`config.mk`:
```
export PLATFORM = sky130hd
export DESIGN_NAME = cpu_alu_seq
export DESIGN_NICKNAME = d
export VERILOG_FILES = /design/src/rtl/cpu_pkg.sv /design/src/rtl/cpu_alu_slice.sv /design/src/rtl/cpu_alu_seq.sv
export SDC_FILE = /design/constraint.sdc
export NUM_CORES = 1
export LEC_CHECK = 0
export ABC_AREA = 1
export BUFFER_PORTS_ARGS = -buffer_cell sky130_fd_sc_hd__buf_2
export CAP_MARGIN = 15
export CORE_UTILIZATION = 40
export CTS_BUF_LIST = sky130_fd_sc_hd__clkbuf_4
export DETAILED_ROUTE_END_ITERATION = 10
export HOLD_SLACK_MARGIN = 0.02
export PLACE_DENSITY = 0.7
export SYNTH_ARGS = -nofsm -noshare
export SYNTH_HDL_FRONTEND = slang
export SYNTH_SLANG_ARGS = --single-unit
```
`constraint.sdc`:
```
create_clock -name clk -period 7.41 [get_ports clk]
set_input_delay 0 -clock clk [delete_from_list [all_inputs] [get_ports clk]]
set_output_delay 0 -clock clk [all_outputs]
set_load 0.005 [all_outputs]
```
`src/rtl/cpu_pkg.sv`:
```
// Shared types for the sequential SM83 ALU: operation codes, flag bit
// positions inside {Z,N,H,C}, and the sequencer states.
package cpu_pkg;

  typedef enum logic [4:0] {
    OP_ADD, OP_ADC, OP_SUB, OP_SBC, OP_AND, OP_XOR, OP_OR, OP_CP,
    OP_INC, OP_DEC,
    OP_RLC, OP_RRC, OP_RL, OP_RR, OP_SLA, OP_SRA, OP_SWAP, OP_SRL,
    OP_BIT, OP_RES, OP_SET,
    OP_DAA, OP_CPL, OP_SCF, OP_CCF,
    OP_ADD16, OP_INC16, OP_DEC16
  } alu_op_t;

  localparam int FLAG_C = 0;
  localparam int FLAG_H = 1;
  localparam int FLAG_N = 2;
  localparam int FLAG_Z = 3;

  typedef enum logic [1:0] {IDLE, BUSY, DONE} alu_state_t;

  function automatic logic is_single_slice(alu_op_t op);
    case (op)
      OP_RLC, OP_RRC, OP_RL, OP_RR, OP_SLA, OP_SRA, OP_SWAP, OP_SRL,
      OP_BIT, OP_RES, OP_SET, OP_DAA, OP_CPL, OP_SCF, OP_CCF:
        return 1'b1;
      default:
        return 1'b0;
    endcase
  endfunction

endpackage

```
`src/rtl/cpu_alu_slice.sv`:
```
// Combinational WIDTH-bit ALU slice. Add/sub ops chain through carry_in;
// for subtract-class ops carry_in/carry_out are borrows.
module cpu_alu_slice
  import cpu_pkg::*;
#(
  parameter int WIDTH = 8
) (
  input  alu_op_t          op,
  input  logic [WIDTH-1:0] a,
  input  logic [WIDTH-1:0] b,
  input  logic             carry_in,
  input  logic [2:0]       bit_sel,
  input  logic [2:0]       flags,
  output logic [WIDTH-1:0] result,
  output logic             carry_out,
  output logic             half_carry,
  output logic             zero
);
  localparam int HALF = WIDTH / 2;

  logic [WIDTH:0]   sum;
  logic [WIDTH:0]   diff;
  logic [WIDTH-1:0] mask;
  logic [WIDTH-1:0] daa_corr;
  logic             hc_add;
  logic             hc_sub;
  logic             daa_lo;
  logic             daa_hi;

  assign sum    = {1'b0, a} + {1'b0, b} + (WIDTH+1)'(carry_in);
  assign diff   = {1'b0, a} - {1'b0, b} - (WIDTH+1)'(carry_in);
  assign hc_add = ({1'b0, a[3:0]} + {1'b0, b[3:0]} + 5'(carry_in)) > 5'd15;
  assign hc_sub = {1'b0, a[3:0]} < ({1'b0, b[3:0]} + 5'(carry_in));
  assign mask   = WIDTH'(1) << bit_sel;

  // After a subtraction DAA only undoes what H/C report; after an addition
  // it also corrects out-of-range BCD digits.
  assign daa_lo   = flags[FLAG_N] ? flags[FLAG_H] : (flags[FLAG_H] | (a[3:0] > 4'h9));
  assign daa_hi   = flags[FLAG_N] ? flags[FLAG_C] : (flags[FLAG_C] | (a > WIDTH'('h99)));
  assign daa_corr = (daa_hi ? WIDTH'('h60) : '0) | (daa_lo ? WIDTH'(6) : '0);

  always_comb begin
    result     = a;
    carry_out  = 1'b0;
    half_carry = 1'b0;
    case (op)
      OP_ADD, OP_ADC, OP_INC, OP_ADD16, OP_INC16: begin
        result     = sum[WIDTH-1:0];
        carry_out  = sum[WIDTH];
        half_carry = hc_add;
      end
      OP_SUB, OP_SBC, OP_DEC, OP_DEC16: begin
        result     = diff[WIDTH-1:0];
        carry_out  = diff[WIDTH];
        half_carry = hc_sub;
      end
      OP_CP: begin
        carry_out  = diff[WIDTH];
        half_carry = hc_sub;
      end
      OP_AND:  result = a & b;
      OP_XOR:  result = a ^ b;
      OP_OR:   result = a | b;
      OP_RLC:  begin result = {a[WIDTH-2:0], a[WIDTH-1]}; carry_out = a[WIDTH-1]; end
      OP_RRC:  begin result = {a[0], a[WIDTH-1:1]};       carry_out = a[0];       end
      OP_RL:   begin result = {a[WIDTH-2:0], carry_in};   carry_out = a[WIDTH-1]; end
      OP_RR:   begin result = {carry_in, a[WIDTH-1:1]};   carry_out = a[0];       end
      OP_SLA:  begin result = {a[WIDTH-2:0], 1'b0};       carry_out = a[WIDTH-1]; end
      OP_SRA:  begin result = {a[WIDTH-1], a[WIDTH-1:1]}; carry_out = a[0];       end
      OP_SRL:  begin result = {1'b0, a[WIDTH-1:1]};       carry_out = a[0];       end
      OP_SWAP: result = {a[HALF-1:0], a[WIDTH-1:HALF]};
      OP_RES:  result = a & ~mask;
      OP_SET:  result = a | mask;
      OP_DAA: begin
        result    = flags[FLAG_N] ? (a - daa_corr) : (a + daa_corr);
        carry_out = daa_hi;
      end
      OP_CPL:  result = ~a;
      OP_SCF:  carry_out = 1'b1;
      OP_CCF:  carry_out = ~flags[FLAG_C];
      default: result = a;
    endcase

    zero = (result == '0);
    if (op == OP_CP)
      zero = (diff[WIDTH-1:0] == '0);
    else if (op == OP_BIT)
      zero = ~|(a & mask);
  end

endmodule

```
`src/rtl/cpu_alu_seq.sv`:
```
// Multi-cycle SM83 ALU: one WIDTH-bit slice per clock, LSB first, with
// valid/ready handshakes toward the control unit and the register file.
//
// state | meaning
// IDLE  | waiting for a request, in_ready=1
// BUSY  | computing slice k, carry chained to slice k+1
// DONE  | result held with out_valid=1 until out_ready
module cpu_alu_seq
  import cpu_pkg::*;
#(
  parameter int WIDTH     = 8,
  parameter int CHAIN_MAX = 2,
  parameter int CLW       = $clog2(CHAIN_MAX + 1)
) (
  input  logic                       clk,
  input  logic                       reset_n,
  input  logic                       in_valid,
  output logic                       in_ready,
  input  alu_op_t                    op,
  input  logic [2:0]                 bit_sel,
  input  logic [CLW-1:0]             chain_len,
  input  logic [WIDTH*CHAIN_MAX-1:0] a,
  input  logic [WIDTH*CHAIN_MAX-1:0] b,
  input  logic [3:0]                 flags_in,
  output logic                       out_valid,
  input  logic                       out_ready,
  output logic [WIDTH*CHAIN_MAX-1:0] result,
  output logic [3:0]                 flags_out
);
  localparam int TW = WIDTH * CHAIN_MAX;

  alu_state_t       state, state_nxt;
  alu_op_t          op_r;
  logic [2:0]       bit_sel_r;
  logic [TW-1:0]    a_r, b_r, b_eff, result_r;
  logic [3:0]       flags_r, flags_o_r, flags_nxt;
  logic [CLW-1:0]   k, last_r, last_nxt;
  logic             carry_r, carry_init, z_acc, z_all;
  logic             accept, step;
  logic [WIDTH-1:0] s_res;
  logic             s_co, s_hc, s_zero;

  always_comb begin
    if (is_single_slice(op) || chain_len == '0)
      last_nxt = '0;
    else if (chain_len > CLW'(CHAIN_MAX))
      last_nxt = CLW'(CHAIN_MAX - 1);
    else
      last_nxt = chain_len - CLW'(1);
  end

  // DEC16 subtracts zero with an initial borrow so every slice runs the SUB path.
  always_comb begin
    b_eff      = b;
    carry_init = 1'b0;
    case (op)
      OP_INC, OP_DEC, OP_INC16: b_eff = TW'(1);
      OP_DEC16: begin b_eff = '0; carry_init = 1'b1; end
      OP_ADC, OP_SBC, OP_RL, OP_RR: carry_init = flags_in[FLAG_C];
      default: ;
    endcase
  end

  always_ff @(posedge clk or negedge reset_n) begin
    if (!reset_n) state <= IDLE;
    else          state <= state_nxt;
  end

  always_comb begin
    state_nxt = state;
    in_ready  = 1'b0;
    out_valid = 1'b0;
    accept    = 1'b0;
    step      = 1'b0;
    case (state)
      IDLE: begin
        in_ready = 1'b1;
        if (in_valid) begin
          accept    = 1'b1;
          state_nxt = BUSY;
        end
      end
      BUSY: begin
        step = 1'b1;
        if (k == last_r) state_nxt = DONE;
      end
      DONE: begin
        out_valid = 1'b1;
        if (out_ready) begin
          in_ready = 1'b1;
          if (in_valid) begin
            accept    = 1'b1;
            state_nxt = BUSY;
          end else begin
            state_nxt = IDLE;
          end
        end
      end
      default: state_nxt = IDLE;
    endcase
  end

  cpu_alu_slice #(.WIDTH(WIDTH)) u_slice (
    .op        (op_r),
    .a         (a_r[WIDTH-1:0]),
    .b         (b_r[WIDTH-1:0]),
    .carry_in  (carry_r),
    .bit_sel   (bit_sel_r),
    .flags     (flags_r[2:0]),
    .result    (s_res),
    .carry_out (s_co),
    .half_carry(s_hc),
    .zero      (s_zero)
  );

  always_comb begin
    z_all     = z_acc & s_zero;
    flags_nxt = flags_r;
    case (op_r)
      OP_ADD, OP_ADC:         flags_nxt = {z_all, 1'b0, s_hc, s_co};
      OP_INC:                 flags_nxt = {z_all, 1'b0, s_hc, flags_r[FLAG_C]};
      OP_SUB, OP_SBC, OP_CP:  flags_nxt = {z_all, 1'b1, s_hc, s_co};
      OP_DEC:                 flags_nxt = {z_all, 1'b1, s_hc, flags_r[FLAG_C]};
      OP_AND:                 flags_nxt = {z_all, 1'b0, 1'b1, 1'b0};
      OP_OR, OP_XOR:          flags_nxt = {z_all, 1'b0, 1'b0, 1'b0};
      OP_RLC, OP_RRC, OP_RL, OP_RR, OP_SLA, OP_SRA, OP_SWAP, OP_SRL:
                              flags_nxt = {z_all, 1'b0, 1'b0, s_co};
      OP_BIT:                 flags_nxt = {s_zero, 1'b0, 1'b1, flags_r[FLAG_C]};
      OP_DAA:                 flags_nxt = {z_all, flags_r[FLAG_N], 1'b0, s_co};
      OP_CPL:                 flags_nxt = {flags_r[FLAG_Z], 1'b1, 1'b1, flags_r[FLAG_C]};
      OP_SCF, OP_CCF:         flags_nxt = {flags_r[FLAG_Z], 1'b0, 1'b0, s_co};
      OP_ADD16:               flags_nxt = {flags_r[FLAG_Z], 1'b0, s_hc, s_co};
      default:                flags_nxt = flags_r;
    endcase
  end

  always_ff @(posedge clk or negedge reset_n) begin
    if (!reset_n) begin
      op_r      <= OP_ADD;
      bit_sel_r <= '0;
      a_r       <= '0;
      b_r       <= '0;
      flags_r   <= '0;
      last_r    <= '0;
      k         <= '0;
      carry_r   <= 1'b0;
      z_acc     <= 1'b0;
      result_r  <= '0;
      flags_o_r <= '0;
    end else if (accept) begin
      op_r      <= op;
      bit_sel_r <= bit_sel;
      a_r       <= a;
      b_r       <= b_eff;
      flags_r   <= flags_in;
      last_r    <= last_nxt;
      k         <= '0;
      carry_r   <= carry_init;
      z_acc     <= 1'b1;
      result_r  <= '0;
      flags_o_r <= '0;
    end else if (step) begin
      for (int i = 0; i < CHAIN_MAX; i++)
        if (k == CLW'(i)) result_r[i*WIDTH +: WIDTH] <= s_res;
      a_r     <= a_r >> WIDTH;
      b_r     <= b_r >> WIDTH;
      carry_r <= s_co;
      z_acc   <= z_all;
      k       <= k + CLW'(1);
      if (k == last_r) flags_o_r <= flags_nxt;
    end
  end

  assign result    = result_r;
  assign flags_out = flags_o_r;

endmodule

```
==> impl_metrics.yaml, run 1 <==
yosys:
  syn_area_um2: 6253
  synth_edf_count: 0
  synth_cell_types: 41
  ys.flop_type: "dfrtp_1"
  synthXorXnorAreaFrac: 0.01120
  synth_area_per_cell_um2: 6.434
  synth_top_family_by_area: "simple AND/OR/NAND/NOR gates"
  synthArstFlopShare: 1.000
  yosys.area_share.simple: 0.3886
  ys_warn_count: 0
  synth_fa_ha_area_frac: 0.09284
  synth-seq-cells: 72
  muxShareOfSynthArea: 0
  synth_nets: 1066
  seq_area_frac_synth: 0.2881
  synth_compound_gate_area_share: 0.1307
  synth_cells: 972
power:
  clock_power_share: 0.063
  p_leak_uw: 0.003877
  p_sw_uw: 2218
  p_int_uw: 1594
  pwr_density_cell_nw_per_um2: 513.9
  power_frac_seq: 0.220
  switching_share: 0.5819
  ir_drop_uv: 269.0
  p_comb_frac: 0.717
  total_power_uw: 3812
clocking:
  clkTransAtPathRegs_ps: 120
  tritoncts: "built"
  cts_max_level: 3
  cts_setup_buffers: 0
  numCtsBuffers: 9
  clk_latency_ps: 430
  clkSinkCount: 72
  cts_root_buf: "clkbuf_4"
  cts_buffer_depth: 2
place:
  dpl_cell_area_um2: 6784
  hpwl_mm: 16.10
  place.gp.congestion: 1.037
  portBuffers: 70
timing:
  fin_crit_sh: 0.5574
  tightest_slew_ps: 900.4
  rsz0062_at_grt: "no"
  fin_crit_ps: 4130
  slew_headroom: 0.3997
  whs_ps: 63.65
  fin_setup_tns_ps: 0
  setup_violations: 0
  hold_viol: 0
  finClkSkew_ps: 29.21
  fmax_mhz: 242.1
  drv_slew: 0
setup_path:
  crit_required_ps: 7780
  critical_path_class: "flip-flop to flip-flop"
  critPathCaptureType: "flip-flop"
  critPathLaunchType: "flip-flop"
  critPathArrivalTime_ps: 4500
  path_max_fanout: 10
drt:
  wire_per_inst_um: 16.83
  drt-initial-drc-count: 592
  vias: 6883
  detail_route.vias_per_cell: 5.390
  detail-route-antenna-nets: 0
  remaining_drc_errors: 0
  wl_mm: 21.49
  drt_first_pass_iters: 5
floorplan:
  rows: 45
  start_util: 0.4114
  core_area_um2: 15200
  die_w_um: 127.0
  io_pins: 72
  dieHeight_um: 127.0
  die_area_um2: 16140
global_route:
  gr-usage-all-layers: 0.2765
  grt_pass1_vias: 6433
  grt_pass1_wl_mm: 34.35
  grt-ovfl-total: 0
  grt_start_max_net_pins: 73
  antenna_found_initial: 1
layout:
  final_util: 0.4879
  area_delta_synth_final_pct: 18.61
  drive_above_1_share: 0.1167
  fillers: 1540
  layout_common_cells: "nand2_1 (339), inv_1 (105), nor2_1 (96)"
  final_nets: 1179
  design_area_um2: 7417
  final_common_cell: "nand2_1"
hold_path:
  hp-class: "input pin to flip-flop"
flow_run:
  cap_violations: 0
outcome:
  run_status: "finished clean"
## final timing paths
path / startpoint / to / slack (ps) / cells past startpoint
setup / recovery: a_r[3] / z_acc / 3280 / 23
hold / removal: in_valid / z_acc / 60 / 4
setup reg to reg: a_r[3] / z_acc / 3280 / 23
hold reg to reg: result[11] / result[11] / 490 / 2
max in group asynchronous: reset_n / a_r[8] / 6560 / 2
min in group asynchronous: reset_n / result[5] / 210 / 2
## critical path: stages, from the launching register on
cell and delay, ps:
dfrtp_1 710, clkinv_1 510, a21oi_1 250, inv_1 70, o21ai_0 370, ha_1 310, nand2_1 70, nand2_1 60
ha_1 370, nand2_1 60, nand3b_1 170, nand2_1 70, nand2_1 40, nand3_1 100, nand3_1 80, nor2_1 190
nand2_1 90, nor3_1 180, nand2_1 90, nand2_1 80, nand2_1 60, nand2_1 60, nand2_1 50, nand2_1 50
## state kept, by name (all words and copies together) (netlist names)
register / flops
bit_sel_r: 3
k: 2
state: 2
last_r: 2
a_r: 16
flags_r: 4
z_acc: 1
carry_r: 1
op_r: 5
flags_out: 4
b_r: 16
result: 16
## cell families after synthesis
family	Yosys count
flops	72
simple gates	565
buf+inv	142
fa+ha+maj	44
xor+xnor	8
compound gates	141
## metal layers
layer,vias to the layer above,global-route usage,share of wire
met5,-,0,0
met4,0,0.1239,0.035
met3,60,0.03853,0.075
met2,315,0.4315,0.45
met1,3131,0.3817,0.44
li1,3377,-,-
## power by group through the flow
stage / logic, uW / clock network, uW / registers [uW]
3_5_place_dp: 2650 / 0 / 833
2_1_floorplan: 2000 / 0 / 721
6_report: 2730 / 240 / 837
4_1_cts: 2680 / 243 / 824
5_1_grt: 3110 / 263 / 852
3_3_place_gp: 2640 / 0 / 828
## Yosys cell counts (8+ instances only)
cell / n / area share
ha_1: 40 / 0.080
nor3_1: 13 / 0.010
a21oi_1: 34 / 0.027
inv_1: 105 / 0.063
dfrtp_1: 72 / 0.29
o21ai_0: 64 / 0.051
a31oi_1: 8 / 0.0080
nand2_1: 339 / 0.20
nor2_1: 96 / 0.058
inv_2: 8 / 0.0048
nand4_1: 15 / 0.015
o221ai_1: 8 / 0.011
clkbuf_1: 15 / 0.0090
nand3_1: 69 / 0.055
## per-stage QoR
step | setup WS, ps | instances
finish | 3280 | 1277
global route | 3010 | 1277
CTS | 3371 | 1275
detailed placement | 3379 | 1213
global placement | 3375 | 1213
floorplan | 4155 | 972
## what timing repair did
action	4_1_cts	5_1_grt
endpoints found under the hold margin	118	0
hold buffers	48	0
resized for setup	0	0
## area by class of cell
class,instances,area (um2),area share
Antenna cell,1,2.502,0.0003374
Clock buffer,10,75.07,0.01012
Clock inverter,4,47.55,0.006410
Inverter,119,451.7,0.06090
Multi-Input combinational cell,758,3897,0.5255
Sequential cell,72,1802,0.2429
Tap cell,188,235.2,0.03171
Timing Repair Buffer,125,905.9,0.1221
No activity file was read; power rests on OpenSTA's default activity.
==> inputs of run 2 (changes only) <==
--- a/config.mk
+++ b/config.mk
@@ -12,7 +12,7 @@
 export CTS_BUF_LIST = sky130_fd_sc_hd__clkbuf_4
 export DETAILED_ROUTE_END_ITERATION = 10
 export HOLD_SLACK_MARGIN = 0.02
-export PLACE_DENSITY = 0.7
+export PLACE_DENSITY = 0.72
 export SYNTH_ARGS = -nofsm -noshare
 export SYNTH_HDL_FRONTEND = slang
 export SYNTH_SLANG_ARGS = --single-unit
==> constraint.sdc (replaced) <==
create_clock -name clk -period 3.3 [get_ports clk]
set_input_delay 0 -clock clk [delete_from_list [all_inputs] [get_ports clk]]
set_output_delay 0 -clock clk [all_outputs]
set_load 0.005 [all_outputs]
==> run 2 against run 1 <==
Effect of this change: total power rose by 140%; via count grew 2.2%; hold slack improved by 220 ps; sequential share of layout area decreased by 0.87 points.
==> impl_metrics.yaml, run 2 (synthesis gave the netlist of run 1 again) <==
drt:
  wl_mm: 22.15
  detail-route-antenna-nets: 0
  vias: 7034
  drt_first_pass_iters: 5
  detail_route.vias_per_cell: 5.369
  remaining_drc_errors: 0
  drt-initial-drc-count: 753
  wire_per_inst_um: 16.91
setup_path:
  critPathCaptureType: "flip-flop"
  critPathLaunchType: "flip-flop"
  critical_path_class: "flip-flop to flip-flop"
  crit_required_ps: 3610
  worst_r2r_startpoint: "a_r[0]"
  path_max_fanout: 3
  reg2reg_slack_ps: 210
  critPathArrivalTime_ps: 3400
  reg2regPathDepth: 16
  r2r_end: "carry_r"
clocking:
  clkSinkCount: 72
  clk_latency_ps: 430
  cts_root_buf: "clkbuf_4"
  numCtsBuffers: 9
  cts_max_level: 3
  clkTransAtPathRegs_ps: 120
  cts_buffer_depth: 2
  tritoncts: "built"
layout:
  multi_input_area_um2: 3930
  final_common_cell: "nand2_1"
  layout_common_cells: "nand2_1 (338), inv_1 (103), nor2_1 (95)"
  final_nets: 1210
  design_area_um2: 7694
  final-seq-area_um2: 1802
  area_delta_synth_final_pct: 23.03
  fillers: 1528
  drive_above_1_share: 0.1499
outcome:
  run_status: "finished clean"
timing:
  tightest_slew_ps: 873.9
  fin_crit_ps: 3092
  hold_viol: 0
  fmax_mhz: 323.4
  fin_crit_sh: 0.9369
  fin_setup_tns_ps: 0
  drv_slew: 0
  setup_violations: 0
  slew_headroom: 0.4174
  rsz0062_at_grt: "no"
  finClkSkew_ps: 10.41
floorplan:
  io_pins: 72
  rows: 45
  die_w_um: 127.0
  core_area_um2: 15200
  dieHeight_um: 127.0
  die_area_um2: 16140
  start_util: 0.4114
place:
  hpwl_mm: 16.93
  place.gp.congestion: 1.030
  portBuffers: 70
  dpl_cell_area_um2: 6999
power:
  pwr_density_cell_nw_per_um2: 1188
  total_power_uw: 9137
  p_leak_uw: 0.004042
  ir_drop_uv: 627.3
global_route:
  antenna_found_initial: 1
  grt_start_max_net_pins: 73
  grt_pass1_vias: 6661
  grt_pass1_wl_mm: 35.21
  gr-usage-all-layers: 0.2846
  grt-ovfl-total: 0
flow_run:
  cap_violations: 0
hold_path:
  hp-class: "input pin to asynchronous set/reset pin"
run 2: worst max-delay path, stage by stage (launching register included):
cell and delay, ps:
dfrtp_1 450, fa_1 500, fa_1 410, inv_1 70, nand2_1 70, nand2_1 80
nand2_1 60, inv_1 90, o21bai_1 90, nand2_1 90, nand2_1 60, a21oi_1 220
xor2_1 130, nand2_1 80, o2111ai_1 190, o21ai_1 280, o21ai_0 120
run 2: per-stage QoR:
stage	instances	worst slack, ps	util	hold slack, ps
2_1_floorplan	972	44.77	-	-295.6
3_3_place_gp	1242	266.9	0.4604	206.8
3_5_place_dp	1242	155.2	0.4604	210.7
4_1_cts	1307	121.7	0.5028	269.7
5_1_grt	1310	15.16	0.5061	314.8
6_report	1310	208.3	0.5061	285.0
run 2: where the power goes:
part	internal (uW)	total, uW	switching, uW
clock	301	627	326
sequential	1280	1600	318
combinational	2370	6910	4550
total	3950	9140	5190
run 2: cell type report:
| class | count | share of cell area |
|---|---|---|
| multi-input cells | 758 | 0.5108 |
| flip-flops and latches | 72 | 0.2342 |
| repair buffers | 156 | 0.1454 |
| inverters | 119 | 0.05871 |
| well taps | 188 | 0.03057 |
| clock inverters | 7 | 0.01122 |
| clock buffers | 9 | 0.008782 |
| diodes | 1 | 0.0003253 |
run 2: what timing repair did:
item | CTS | global route
setup endpoints to repair | 0 | 5
endpoints found under the hold margin | 119 | 0
gates resized for setup | 0 | 13
buffers inserted | 0 | 2
hold buffers | 49 | 0
run 2: worst max-delay path by stage:
stage	start	endpoint	slack, ps	cells past startpoint
4_1_cts	a_r[3]	flags_out[3]	120	24
5_1_grt	b_r[0]	flags_out[3]	20	20
2_1_floorplan	a_r[1]	flags_out[3]	40	23
3_5_place_dp	a_r[3]	flags_out[3]	160	24
3_3_place_gp	a_r[1]	flags_out[3]	270	24
6_report	a_r[0]	carry_r	210	16
run 2: metal layers:
metal / track usage / up-vias / part of all wire
li1: - / 3430 / -
met1: 0.3849 / 3201 / 0.43
met2: 0.4463 / 327 / 0.44
met3: 0.04439 / 76 / 0.076
met4: 0.1359 / 0 / 0.049
met5: 0 / - / 0
